`src/rtl/hex_ascii_uart_tx_if.sv`:
```
// Purpose: request/serial bundle between the multiplier core and the hex ASCII UART formatter.
// Latency: none, wiring only.
// Backpressure: the master may raise start at any time; only start while ready is high is taken.
interface hex_ascii_uart_tx_if #(
    parameter int NUM_DIGITS = 4
);
    logic [4*NUM_DIGITS-1:0] data_in;
    logic                    start;
    logic                    ready;
    logic                    done;
    logic                    tx;

    // Core side: offers a result and watches the handshake and the serial line.
    modport master (
        output data_in,
        output start,
        input  ready,
        input  done,
        input  tx
    );

    // Formatter side.
    modport slave (
        input  data_in,
        input  start,
        output ready,
        output done,
        output tx
    );
endinterface

```
`src/rtl/hex_ascii_uart_tx.sv`:
```
// Purpose: send a 4*NUM_DIGITS-bit result as NUM_DIGITS uppercase ASCII hex chars, MSN first, on 8N1 UART.
// Latency: start bit drives out at the acceptance edge; done pulses NUM_DIGITS*10*CLKS_PER_BIT cycles later.
// Backpressure: ready is low for the whole request; start seen while ready is low is dropped, not queued.
module hex_ascii_uart_tx #(
    parameter int CLKS_PER_BIT = 347,
    parameter int NUM_DIGITS   = 4
) (
    input  logic                 clk,
    input  logic                 reset,
    hex_ascii_uart_tx_if.slave   bus
);

    localparam int W      = 4 * NUM_DIGITS;
    localparam int BAUD_W = (CLKS_PER_BIT > 1) ? $clog2(CLKS_PER_BIT) : 1;
    localparam int DIG_W  = (NUM_DIGITS > 1) ? $clog2(NUM_DIGITS) : 1;

    typedef enum logic [1:0] {
        IDLE      = 2'd0,
        START_BIT = 2'd1,
        DATA_BITS = 2'd2,
        STOP_BIT  = 2'd3
    } state_t;

    state_t              r_state;
    logic [BAUD_W-1:0]   r_baud;
    logic [2:0]          r_bit;
    logic [DIG_W-1:0]    r_digit;
    logic [W-1:0]        r_shift;
    logic [7:0]          r_byte;
    logic                r_tx;
    logic                r_ready;
    logic                r_done;

    logic                w_baud_last;
    logic                w_last_digit;
    logic [W-1:0]        w_shift_next;

    // Nibble to uppercase ASCII hex: '0'..'9' then 'A'..'F'.
    function automatic logic [7:0] f_ascii(input logic [3:0] n);
        logic [7:0] w_n;
        w_n = {4'h0, n};
        if (n < 4'd10) begin
            return 8'h30 + w_n;
        end
        return 8'h37 + w_n;
    endfunction

    // End of the current bit period and end of the whole result.
    always_comb begin
        w_baud_last  = (r_baud == BAUD_W'(CLKS_PER_BIT - 1));
        w_last_digit = (r_digit == DIG_W'(NUM_DIGITS - 1));
        w_shift_next = r_shift << 4;
    end

    // Single-process FSM: framing, counters and all registered outputs.
    always_ff @(posedge clk) begin
        if (reset) begin
            r_state <= IDLE;
            r_baud  <= '0;
            r_bit   <= '0;
            r_digit <= '0;
            r_shift <= '0;
            r_byte  <= '0;
            r_tx    <= 1'b1;
            r_ready <= 1'b1;
            r_done  <= 1'b0;
        end else begin
            // done is a single-cycle strobe unless the stop state sets it below.
            r_done <= 1'b0;
            case (r_state)
                IDLE: begin
                    r_tx    <= 1'b1;
                    r_ready <= 1'b1;
                    r_baud  <= '0;
                    r_bit   <= '0;
                    if (bus.start && r_ready) begin
                        // Capture the whole result now so later data_in changes cannot leak in.
                        r_shift <= bus.data_in;
                        r_byte  <= f_ascii(bus.data_in[W-1 -: 4]);
                        r_digit <= '0;
                        r_tx    <= 1'b0;
                        r_ready <= 1'b0;
                        r_state <= START_BIT;
                    end
                end

                START_BIT: begin
                    if (w_baud_last) begin
                        r_baud  <= '0;
                        r_bit   <= '0;
                        r_tx    <= r_byte[0];
                        r_state <= DATA_BITS;
                    end else begin
                        r_baud <= r_baud + 1'b1;
                    end
                end

                DATA_BITS: begin
                    if (w_baud_last) begin
                        r_baud <= '0;
                        if (r_bit == 3'd7) begin
                            r_tx    <= 1'b1;
                            r_state <= STOP_BIT;
                        end else begin
                            r_bit <= r_bit + 3'd1;
                            r_tx  <= r_byte[r_bit + 3'd1];
                        end
                    end else begin
                        r_baud <= r_baud + 1'b1;
                    end
                end

                STOP_BIT: begin
                    if (w_baud_last) begin
                        r_baud <= '0;
                        if (!w_last_digit) begin
                            // Next character starts immediately, no idle gap.
                            r_digit <= r_digit + 1'b1;
                            r_shift <= w_shift_next;
                            r_byte  <= f_ascii(w_shift_next[W-1 -: 4]);
                            r_tx    <= 1'b0;
                            r_state <= START_BIT;
                        end else begin
                            r_done  <= 1'b1;
                            r_ready <= 1'b1;
                            r_state <= IDLE;
                        end
                    end else begin
                        r_baud <= r_baud + 1'b1;
                    end
                end

                default: begin
                    r_state <= IDLE;
                    r_tx    <= 1'b1;
                    r_ready <= 1'b1;
                end
            endcase
        end
    end

    assign bus.tx    = r_tx;
    assign bus.ready = r_ready;
    assign bus.done  = r_done;

endmodule

```
`src/flat_wrapper.sv`:
```
// flat-port wrapper written by rule: the top's interface ports become plain ports
module hex_ascii_uart_tx_flat 
#(
    parameter int CLKS_PER_BIT = 347,
    parameter int NUM_DIGITS   = 4
)
  (clk, reset, bus_data_in, bus_start, bus_ready, bus_done, bus_tx);
  hex_ascii_uart_tx_if #(.NUM_DIGITS(NUM_DIGITS)) bus_i ();
  input  logic clk;
  input  logic reset;
  input wire logic [$bits(bus_i.data_in)-1:0] bus_data_in;
  input wire logic [$bits(bus_i.start)-1:0] bus_start;
  output wire logic [$bits(bus_i.ready)-1:0] bus_ready;
  output wire logic [$bits(bus_i.done)-1:0] bus_done;
  output wire logic [$bits(bus_i.tx)-1:0] bus_tx;
  assign bus_i.data_in = bus_data_in;
  assign bus_i.start = bus_start;
  assign bus_ready = bus_i.ready;
  assign bus_done = bus_i.done;
  assign bus_tx = bus_i.tx;
  hex_ascii_uart_tx #(.CLKS_PER_BIT(CLKS_PER_BIT), .NUM_DIGITS(NUM_DIGITS)) u_core (.clk(clk), .reset(reset), .bus(bus_i));
endmodule
```
`config.mk`:
```
export PLATFORM = sky130hd
export DESIGN_NAME = hex_ascii_uart_tx_flat
export DESIGN_NICKNAME = d
export VERILOG_FILES = /design/src/rtl/hex_ascii_uart_tx_if.sv /design/src/rtl/hex_ascii_uart_tx.sv /design/src/flat_wrapper.sv
export SDC_FILE = /design/constraint.sdc
export NUM_CORES = 1
export LEC_CHECK = 0
export BUFFER_PORTS_ARGS = -buffer_cell sky130_fd_sc_hd__clkbuf_2
export CORE_MARGIN = 1.5
export CORE_UTILIZATION = 52
export DETAILED_ROUTE_END_ITERATION = 8
export PLACE_DENSITY_LB_ADDON = 0.3
export SLEW_MARGIN = 20
export SYNTH_ARGS = -nofsm -noshare
export SYNTH_HDL_FRONTEND = slang
export SYNTH_SLANG_ARGS = --single-unit
```
`constraint.sdc`:
```
create_clock -name clk -period 1.9 [get_ports clk]
set_clock_uncertainty 0.15 [all_clocks]
set_input_delay 0 -clock clk [delete_from_list [all_inputs] [get_ports clk]]
set_output_delay 0 -clock clk [all_outputs]
set_load 0.005 [all_outputs]
```
==> results of run 1 <==
[sequential cells by signal (all words and copies together) (netlist names)]
signal / flops
u_core.bus.ready: 1
u_core.r_shift: 12
u_core.r_bit: 3
u_core.r_byte: 7
u_core.bus.tx: 1
u_core.bus.done: 1
u_core.r_baud: 9
u_core.r_digit: 2
u_core.r_state: 2
[final cells by class]
type | count | area (um^2) | area share, %
clock buffers | 7 | 86.3 | 3.05
inverters | 10 | 40.0 | 1.41
multi-input cells | 169 | 1370 | 48.3
flip-flops and latches | 38 | 774 | 27.4
well taps | 48 | 60.1 | 2.12
repair buffers | 64 | 502 | 17.7
[kinds of logic (layout without fill, tap and decap cells)]
| group | count (synthesis) | in the layout | share of synthesized area (%) |
|---|---|---|---|
| compound gates | 56 | 56 | 18.6 |
| mux | 12 | 12 | 6.77 |
| buf+inv | 22 | 81 | 4.39 |
| fa+ha+maj | 12 | 12 | 7.52 |
| flops | 38 | 38 | 38.1 |
| simple gates | 80 | 80 | 20.6 |
| xor+xnor | 9 | 9 | 3.95 |
[per-stage QoR]
stage | power, uW | utilization (%) | setup WS, ns
detailed placement | 2380 | 64.7 | -0.0947
CTS | 3290 | 75.5 | -0.0926
global placement | 2350 | 64.7 | -0.0480
floorplan | 1960 | - | -0.0701
global route | 3590 | 77.3 | -0.177
finish | 3380 | 77.3 | -0.105
[routing by layer]
layer  track usage (%)  share of wire (%)
met2              46.9                 51
met5                 0                  0
met4              9.31                1.5
met3              6.08                3.4
met1              31.8                 44
[worst register-to-register path, delay by kind of cell (launching register included)]
family / cells / cell delay (ns)
flops: 1 / 0.39
buf+inv: 2 / 0.24
compound gates: 3 / 0.61
fa+ha+maj: 1 / 0.17
simple gates: 1 / 0.36
[worst max path at each step]
stage / start / end / depth (start not counted)
CTS: u_core.r_state[1] / u_core.r_state[0] / 7
floorplan: u_core.r_state[1] / u_core.r_state[0] / 6
finish: u_core.r_state[1] / u_core.r_state[0] / 7
detailed placement: u_core.r_state[1] / u_core.r_state[0] / 7
global route: u_core.r_state[1] / u_core.r_state[0] / 7
global placement: u_core.r_state[1] / u_core.r_state[0] / 7
[synth_stat cells (2+ instances only)]
library cell  number  share of area [%]
buf_1              2               0.38
nand3_1            5                1.3
nor2b_1            3               0.94
mux2i_1            9                4.5
o211ai_1           2               0.75
nor3_1             4                1.0
a211oi_1          14                5.3
nand3b_1           6                2.3
nand4_1            3               0.94
buf_2              4                1.0
inv_1             10                1.9
clkbuf_1           6                1.1
o21ai_0            2               0.50
nor2_1            23                4.3
ha_1              12                7.5
nand2_1           22                4.1
nor3b_1            2               0.75
a311oi_1           3                1.3
mux2_2             2                1.1
dfxtp_1           38                 38
or3_1              2               0.63
xor2_1             6                2.6
xnor2_1            3                1.3
o21ai_1            3               0.75
nand2b_1           3               0.94
a21oi_1           21                5.3
[report_power, final]
part           leakage (uW)  total (uW)  switching (uW)  internal [uW]
clock network     0.0000443         563             275            288
logic              0.000711        1660             839            825
registers          0.000314        1150             168            985
[timing repair]
item,4_1_cts,5_1_grt
pin swaps,12,21
resized for setup,16,31
hold buffers,13,0
hold endpoints to repair,13,0
endpoints found under the setup margin,19,36
setup buffers,5,1
cloned,2,0
==> results by group, run 1 <==
STA
  – Final setup vio count: 5
  – Final worst setup slack: -0.105 ns
  – Slew HR: 67.3%
  – Fmax: 499 MHz
  – Period utilization: 106%
  – Final Hold Slack: 0.00799 ns
  – Actual slew at the worst max-slew pin: roughly 0.49 ns
  – Final count of pins violating max slew: 0
  – Final Hold Viols: 0
  – Tmin final: 2.00 ns
  – RSZ-0062 raised after global routing: yes
  – Setup TNS Final: -0.233 ns

Power
  – VDD IR-drop max: 0.000764 V
  – Total power per unit cell area: 1190 mW/mm^2
  – LEAKAGE: 0.00107 uW

Die
  – Area of the die: 0.00422 mm^2
  – Starting Density: between 50% and 60%
  – Die height: approximately 65 um
  – Rows: 22
  – Die Wd: about 65 um
  – Core footprint: 0.00366 mm^2
  – IO Count: 22

Global route
  – GRT Total Usage: 26.7%
  – GRT overflow: 0
  – Largest net degree at the start of global routing: 30
  – Vias in the first global route: 1,956
  – First-pass GRT wire length: 8690 um
  – Antenna violations before repair: 0

Logic synthesis
  – Synthesis Warnings: 0
  – Unique masters post-synth: 45
  – Post-synth EDFFs: 0
  – Post-Syn Nets: between 200 and 300
  – Commonest register cell after synthesis: dfxtp_1
  – Synth async-reset ratio: 0%
  – Synth Register Bits: 38
  – Mapped Area: roughly 0.0020 mm^2
  – Post-Synthesis Cells: 229
  – Synth Area per Inst: 8.71 um^2
  – Sequential-to-total area share from yosys stat: 38.1%

Cells and area
  – Most common cell after layout, fill and taps aside: dfxtp_1
  – Antenna diode count: 0
  – Non-Filler Cell Area, Final: 0.00283 mm^2
  – Fin cells: 336
  – Fin nets: about 320
  – Fill count: between 200 and 250
  – Layout Area Growth over Synthesis: 41.8%
  – Most frequent cells in the layout: dfxtp_1 (33), buf_4 (26), clkbuf_2 (21)
  – Share of post-route cells with drive strength above 1: 37.2%

Route
  – Drt via density: 5.59
  – Iter 0 DRT Violations: 120
  – Total Wirelength: 5140 um
  – Vias post-DR: 1,879
  – WL/cell: 15.3 um
  – Pre-antenna DRT Iters: 4
  – Residual DRC: 0
  – Final ANT Viol Nets: 0

Worst setup path
  – FF-to-FF Start: u_core.r_state[1]
  – Crit. End Element: register
  – WS Path Type: reg2reg
  – Setup slack, reg-to-reg: -0.10 ns
  – Reg2reg path depth: 7
  – Critical Path Source Type: register
  – CP top delay family: compound AO/OA/AOI/OAI gates
  – Worst Path Buf+Inv: 2
  – Worst endpoint required time: just under 2 ns
  – Critical path data arrival time: a little over 2 ns
  – CP max stage cell: dfxtp_4
  – Reg2reg end: u_core.r_state[0]
  – Max incr delay on CP: between 0.3 and 0.4 ns
  – Crit-path max FO: 4
  – Worst-path cell chain: inv_2 > ha_2 > or3_4 > a222oi_1 > buf_4 > o21ai_1 > a221oi_1

Hold path
  – Hold crit path type: in2reg
  – Hold endpoint: u_core.r_byte[0]
  – Hold depth: 4
  – Hold_sp: bus_data_in[12]

Clock tree
  – CTS tree: yes
  – Total clock sinks: 38
  – Clk slew on worst S/H paths: 0.07 ns
  – Longest Clk Path Bufs: 2
  – Clk Latency, worst-skew pair: 0.29 ns
  – H-Tree Depth: 2
  – Clock Root Buffer: clkbuf_8
  – CTS Buf Count: 5

Placement
  – Dpl cells: 310
  – Gpl congestion: 0.833
  – Area post-placement: 0.00237 mm^2
  – Port bufs: 21
  – Post-DP HPWL: ~3000 um

Status
  – Failing checks: negative setup slack
  – Status: complete, but fails checks

Run
  – Total of max-cap violations: 0
Note: power is estimated with default switching activity, not from simulation.
==> run 2: changes to the inputs <==
- ABC_AREA: default -> 0
- PLACE_DENSITY: default -> 0.75
- PLACE_DENSITY_LB_ADDON: 0.3 -> default
==> results by group, run 2 (synthesis gave the netlist of run 1 again) <==
Route
  – Drt via density: 5.65
  – Final ANT Viol Nets: 0
  – Total Wirelength: 5470 um
  – Residual DRC: 0
  – WL/cell: 16.0 um
  – Vias post-DR: between 1,500 and 2,000
  – Pre-antenna DRT Iters: 5
  – Iter 0 DRT Violations: 67

Clock tree
  – CTS tree: yes
  – CTS Buf Count: 5
  – Total clock sinks: 38
  – Clk slew on worst S/H paths: 0.07 ns
  – H-Tree Depth: 2
  – Clock Root Buffer: clkbuf_8
  – Clk Latency, worst-skew pair: 0.29 ns
  – Longest Clk Path Bufs: 2

Placement
  – Gpl congestion: 0.883
  – Post-DP HPWL: 3070 um
  – Place WS: -0.0707 ns
  – Port bufs: 21

Cells and area
  – Largest register by flop count: u_core.r_shift
  – Fill count: 234
  – Layout Area Growth over Synthesis: 50.8%
  – Max reg flops: 12
  – Most common cell after layout, fill and taps aside: dfxtp_1
  – Fin nets: 324
  – Antenna diode count: 0
  – Most frequent cells in the layout: dfxtp_1 (32), buf_4 (26), clkbuf_2 (21)
  – Regs by FF count: u_core.r_shift x12, u_core.r_baud x9, u_core.r_byte x7
  – Sequential cell area: 776 um^2
  – Multi-input gate area: 0.00146 mm^2
  – Share of post-route cells with drive strength above 1: between 40% and 50%

STA
  – Slew HR: 69.4%
  – Final Hold Slack: 0.0627 ns
  – Final setup vio count: 23
  – RSZ-0062 raised after global routing: yes
  – Fmax: 487 MHz
  – Final Hold Viols: 0
  – Final count of pins violating max slew: 0
  – Tmin final: 2.05 ns
  – Period utilization: 108%
  – Final worst setup slack: -0.153 ns
  – Actual slew at the worst max-slew pin: ~0.45 ns

Worst setup path
  – WS Path Type: reg2reg
  – Critical Path Source Type: register
  – Reg2reg path depth: 7
  – Critical path data arrival time: 2.10 ns
  – Setup slack, reg-to-reg: -0.15 ns
  – Worst endpoint required time: about 2 ns
  – FF-to-FF Start: u_core.r_state[0]
  – Crit-path max FO: 3
  – Reg2reg end: u_core.r_state[0]
  – Crit. End Element: register

Hold path
  – Hold depth: 4
  – Hold endpoint: u_core.bus.ready
  – Hold_sp: bus_start
  – Hold crit path type: in2reg

Power
  – LEAKAGE: 0.00114 uW
  – Total power per unit cell area: 1230 mW/mm^2
  – VDD IR-drop max: 0.000743 V

Global route
  – Largest net degree at the start of global routing: 30
  – Antenna violations before repair: 0
  – Met2 Use GR: 43.3%
  – GRT overflow: 0
  – Global routing usage on met3: 5.56%
  – Vias in the first global route: 1,721
  – Routing usage on met1: between 20% and 30%
  – First-pass GRT wire length: about 7700 um
  – Top Usage Layer GRT: met2
  – GRT Total Usage: 23.5%

Die
  – Die Wd: 65.0 um
  – Core footprint: approximately 0.0037 mm^2
  – IO Count: 22
  – Area of the die: 0.00422 mm^2
  – Die height: 65.0 um
  – Starting Density: 54.5%
  – Rows: 22

Run
  – Total of max-cap violations: 0

Status
  – Failing checks: negative setup slack
  – Status: complete, but fails checks
[run 2: report_power, final]
part / internal (uW) / leakage (uW) / switching (uW)
clock: 293 / 0.0000515 / 297
sequential: 985 / 0.000314 / 203
combinational: 981 / 0.000775 / 943
total: 2260 / 0.00114 / 1440
[run 2: per-stage QoR]
stage | utilization, % | instances | setup TNS [ns] | area, um^2 | power [uW]
after global placement | 64.9 | 311 | -0.0682 | 2380 | 2370
after CTS | 72.5 | 334 | -0.183 | 2650 | 3070
final | 82.2 | 342 | -1.23 | 3010 | 3700
after detailed placement | 64.9 | 311 | -0.493 | 2380 | 2390
after floorplan | - | 229 | -0.112 | 2070 | 1960
after global routing | 82.2 | 342 | -2.65 | 3010 | 3910
[run 2: worst max-delay path by stage]
stage | startpoint | end | slack [ns]
6_report | u_core.r_state[0] | u_core.r_state[0] | -0.15
5_1_grt | u_core.r_state[0] | u_core.r_state[0] | -0.26
4_1_cts | u_core.r_state[0] | u_core.r_state[0] | -0.08
3_5_place_dp | u_core.r_state[1] | u_core.r_state[0] | -0.07
3_3_place_gp | u_core.r_bit[0] | u_core.bus.tx | -0.04
2_1_floorplan | u_core.r_state[1] | u_core.r_state[0] | -0.07
[run 2: layout make-up]
cell class                      count  share of cell area (%)
Inverter                           10                    1.41
Sequential cell                    38                    25.8
Clock buffer                        6                    2.74
Timing Repair Buffer               69                    19.1
Tap cell                           48                    2.00
Clock inverter                      2                   0.374
Multi-Input combinational cell    169                    48.6
[run 2: layer usage]
metal  up-vias  wire [um]
met5         -          0
li1        952          -
met1       940       2280
met2        30       2930
met3         9        163
met4         0        101
[run 2: critical path, stage by stage, from the launching register on]
cell	delay [ns]
dfxtp_4	0.40
inv_4	0.04
ha_4	0.15
or3_4	0.39
a222oi_1	0.32
buf_4	0.19
o21ai_2	0.06
a221oi_2	0.26
[run 2: timing repair]
action / 4_1_cts / 5_1_grt
hold endpoints to repair: 14 / 9
resized for setup: 7 / 64
setup endpoints to repair: 23 / 36
gates cloned: 0 / 3
buffers inserted: 1 / 5
hold buffers: 14 / 1
pin swaps: 4 / 37
==> run 3: changes to the inputs <==
- CTS_CLUSTER_SIZE: default -> 28
- RECOVER_POWER: default -> 100
==> results by group, run 3 (synthesis gave the netlist of run 1 again) <==
Power
  – VDD IR-drop max: 0.000742 V
  – Total power per unit cell area: 1230 mW/mm^2
  – LEAKAGE: between 0.001 and 0.0015 uW
  – Pwr Total: 3700 uW

Hold path
  – Hold_sp: bus_start
  – Hold endpoint: u_core.bus.ready
  – Hold depth: 4
  – Hold crit path type: in2reg

Status
  – Failing checks: negative setup slack
  – Status: complete, but fails checks

Cells and area
  – Most frequent cells in the layout: dfxtp_1 (33), buf_4 (24), clkbuf_2 (21)
  – Non-Filler Cell Area, Final: 0.00299 mm^2
  – Max reg flops: 12
  – Largest register by flop count: u_core.r_shift
  – Layout Area Growth over Synthesis: 50.0%
  – Regs by FF count: u_core.r_shift x12, u_core.r_baud x9, u_core.r_byte x7
  – Fin nets: 324
  – Most common cell after layout, fill and taps aside: dfxtp_1
  – Share of post-route cells with drive strength above 1: between 40% and 50%
  – Fin cells: 342
  – Antenna diode count: 0

Worst setup path
  – Worst Setup SP: u_core.r_state[0]
  – Critical Path Source Type: register
  – Crit. End Element: register
  – Reg2reg path depth: 7
  – WS Path Type: reg2reg
  – Setup slack, reg-to-reg: -0.16 ns
  – FF-to-FF Start: u_core.r_state[0]
  – Critical path data arrival time: between 2 and 2.5 ns
  – Reg2reg end: u_core.r_state[0]
  – Crit-path max FO: 3
  – Worst endpoint required time: between 1.5 and 2 ns

Route
  – Vias post-DR: 1,933
  – Final ANT Viol Nets: 0
  – Drt via density: 5.65
  – Total Wirelength: 5440 um
  – Residual DRC: 0
  – Pre-antenna DRT Iters: 4
  – WL/cell: 15.9 um
  – Iter 0 DRT Violations: 89

Global route
  – Antenna violations before repair: 0
  – First-pass GRT wire length: 7680 um
  – GRT Total Usage: a little under a quarter
  – Largest net degree at the start of global routing: 30
  – GRT overflow: 0
  – Vias in the first global route: 1,721

Placement
  – Post-DP HPWL: 3070 um
  – Port bufs: 21
  – Gpl congestion: about 0.9
  – Dpl cells: 311
  – Area post-placement: approximately 0.0024 mm^2

Clock tree
  – H-Tree Depth: 2
  – Clk slew on worst S/H paths: 0.07 ns
  – Clock Root Buffer: clkbuf_8
  – CTS tree: yes
  – Total clock sinks: 38
  – Longest Clk Path Bufs: 2
  – CTS Buf Count: 5
  – Clk Latency, worst-skew pair: 0.29 ns

STA
  – Final worst setup slack: -0.161 ns
  – Slew HR: a little over two thirds
  – Final count of pins violating max slew: 0
  – Period utilization: 108%
  – RSZ-0062 raised after global routing: yes
  – Final Hold Viols: 0
  – Tmin final: 2.06 ns
  – Final setup vio count: 24
  – Actual slew at the worst max-slew pin: approximately 0.45 ns
  – Fmax: 485 MHz

Die
  – Core footprint: 0.00366 mm^2
  – Starting Density: 54.5%
  – Rows: 22
  – Die height: approximately 65 um
  – Area of the die: 0.00422 mm^2
  – IO Count: 22
  – Die Wd: 65.0 um

Run
  – Total of max-cap violations: 0
## run 3: power by group
group	switching [uW]	internal (uW)
Combinational	944	976
Sequential	203	984
Clock	297	293
Total	1440	2250
## run 3: cell type report
cell class,instances,area [um^2]
multi-input cells,169,1460
flip-flops and latches,38,774
fillers,238,667
repair buffers,69,567
clock buffers,6,82.6
well taps,48,60.1
inverters,10,42.5
clock inverters,2,11.3
## run 3: worst max path at each step
stage	slack (ns)	endpoint	cells after the start
after global routing	-0.26	u_core.r_state[0]	7
after floorplan	-0.07	u_core.r_state[0]	6
after detailed placement	-0.07	u_core.r_state[0]	7
after global placement	-0.04	u_core.bus.tx	6
after CTS	-0.08	u_core.r_state[0]	7
final	-0.16	u_core.r_state[0]	7
## run 3: timing repair
item | 4_1_cts | 5_1_grt
resized for setup | 7 | 64
cloned | 0 | 3
hold buffers | 14 | 1
pin swaps | 4 | 37
endpoints found under the hold margin | 14 | 9
setup buffers | 1 | 5
endpoints found under the setup margin | 23 | 36
## run 3: worst max-delay path: stages, from the launching register on
cell and delay [ns]:
dfxtp_4 0.40, inv_4 0.05, ha_4 0.15, or3_4 0.39
a222oi_1 0.32, buf_4 0.20, o21ai_2 0.06, a221oi_2 0.26
## run 3: through the flow
stage,TNS (ns),hold WS (ns),setup WS (ns),util [%]
after CTS,-0.183,0.00575,-0.0809,72.5
after global placement,-0.0682,0.106,-0.0408,64.9
after detailed placement,-0.493,0.113,-0.0707,64.9
final,-1.67,0.0551,-0.161,81.8
after global routing,-4.12,0.0875,-0.257,81.8
after floorplan,-0.112,0.0147,-0.0701,-
## run 3: routing by layer
metal  vias to the layer above  track usage (%)  routed length [um]
li1                        953                -                   -
met5                         -                0                   0
met1                       933             26.6                2230
met4                         0             7.18                  97
met2                        38             43.3                2910
met3                         9             5.56                 198
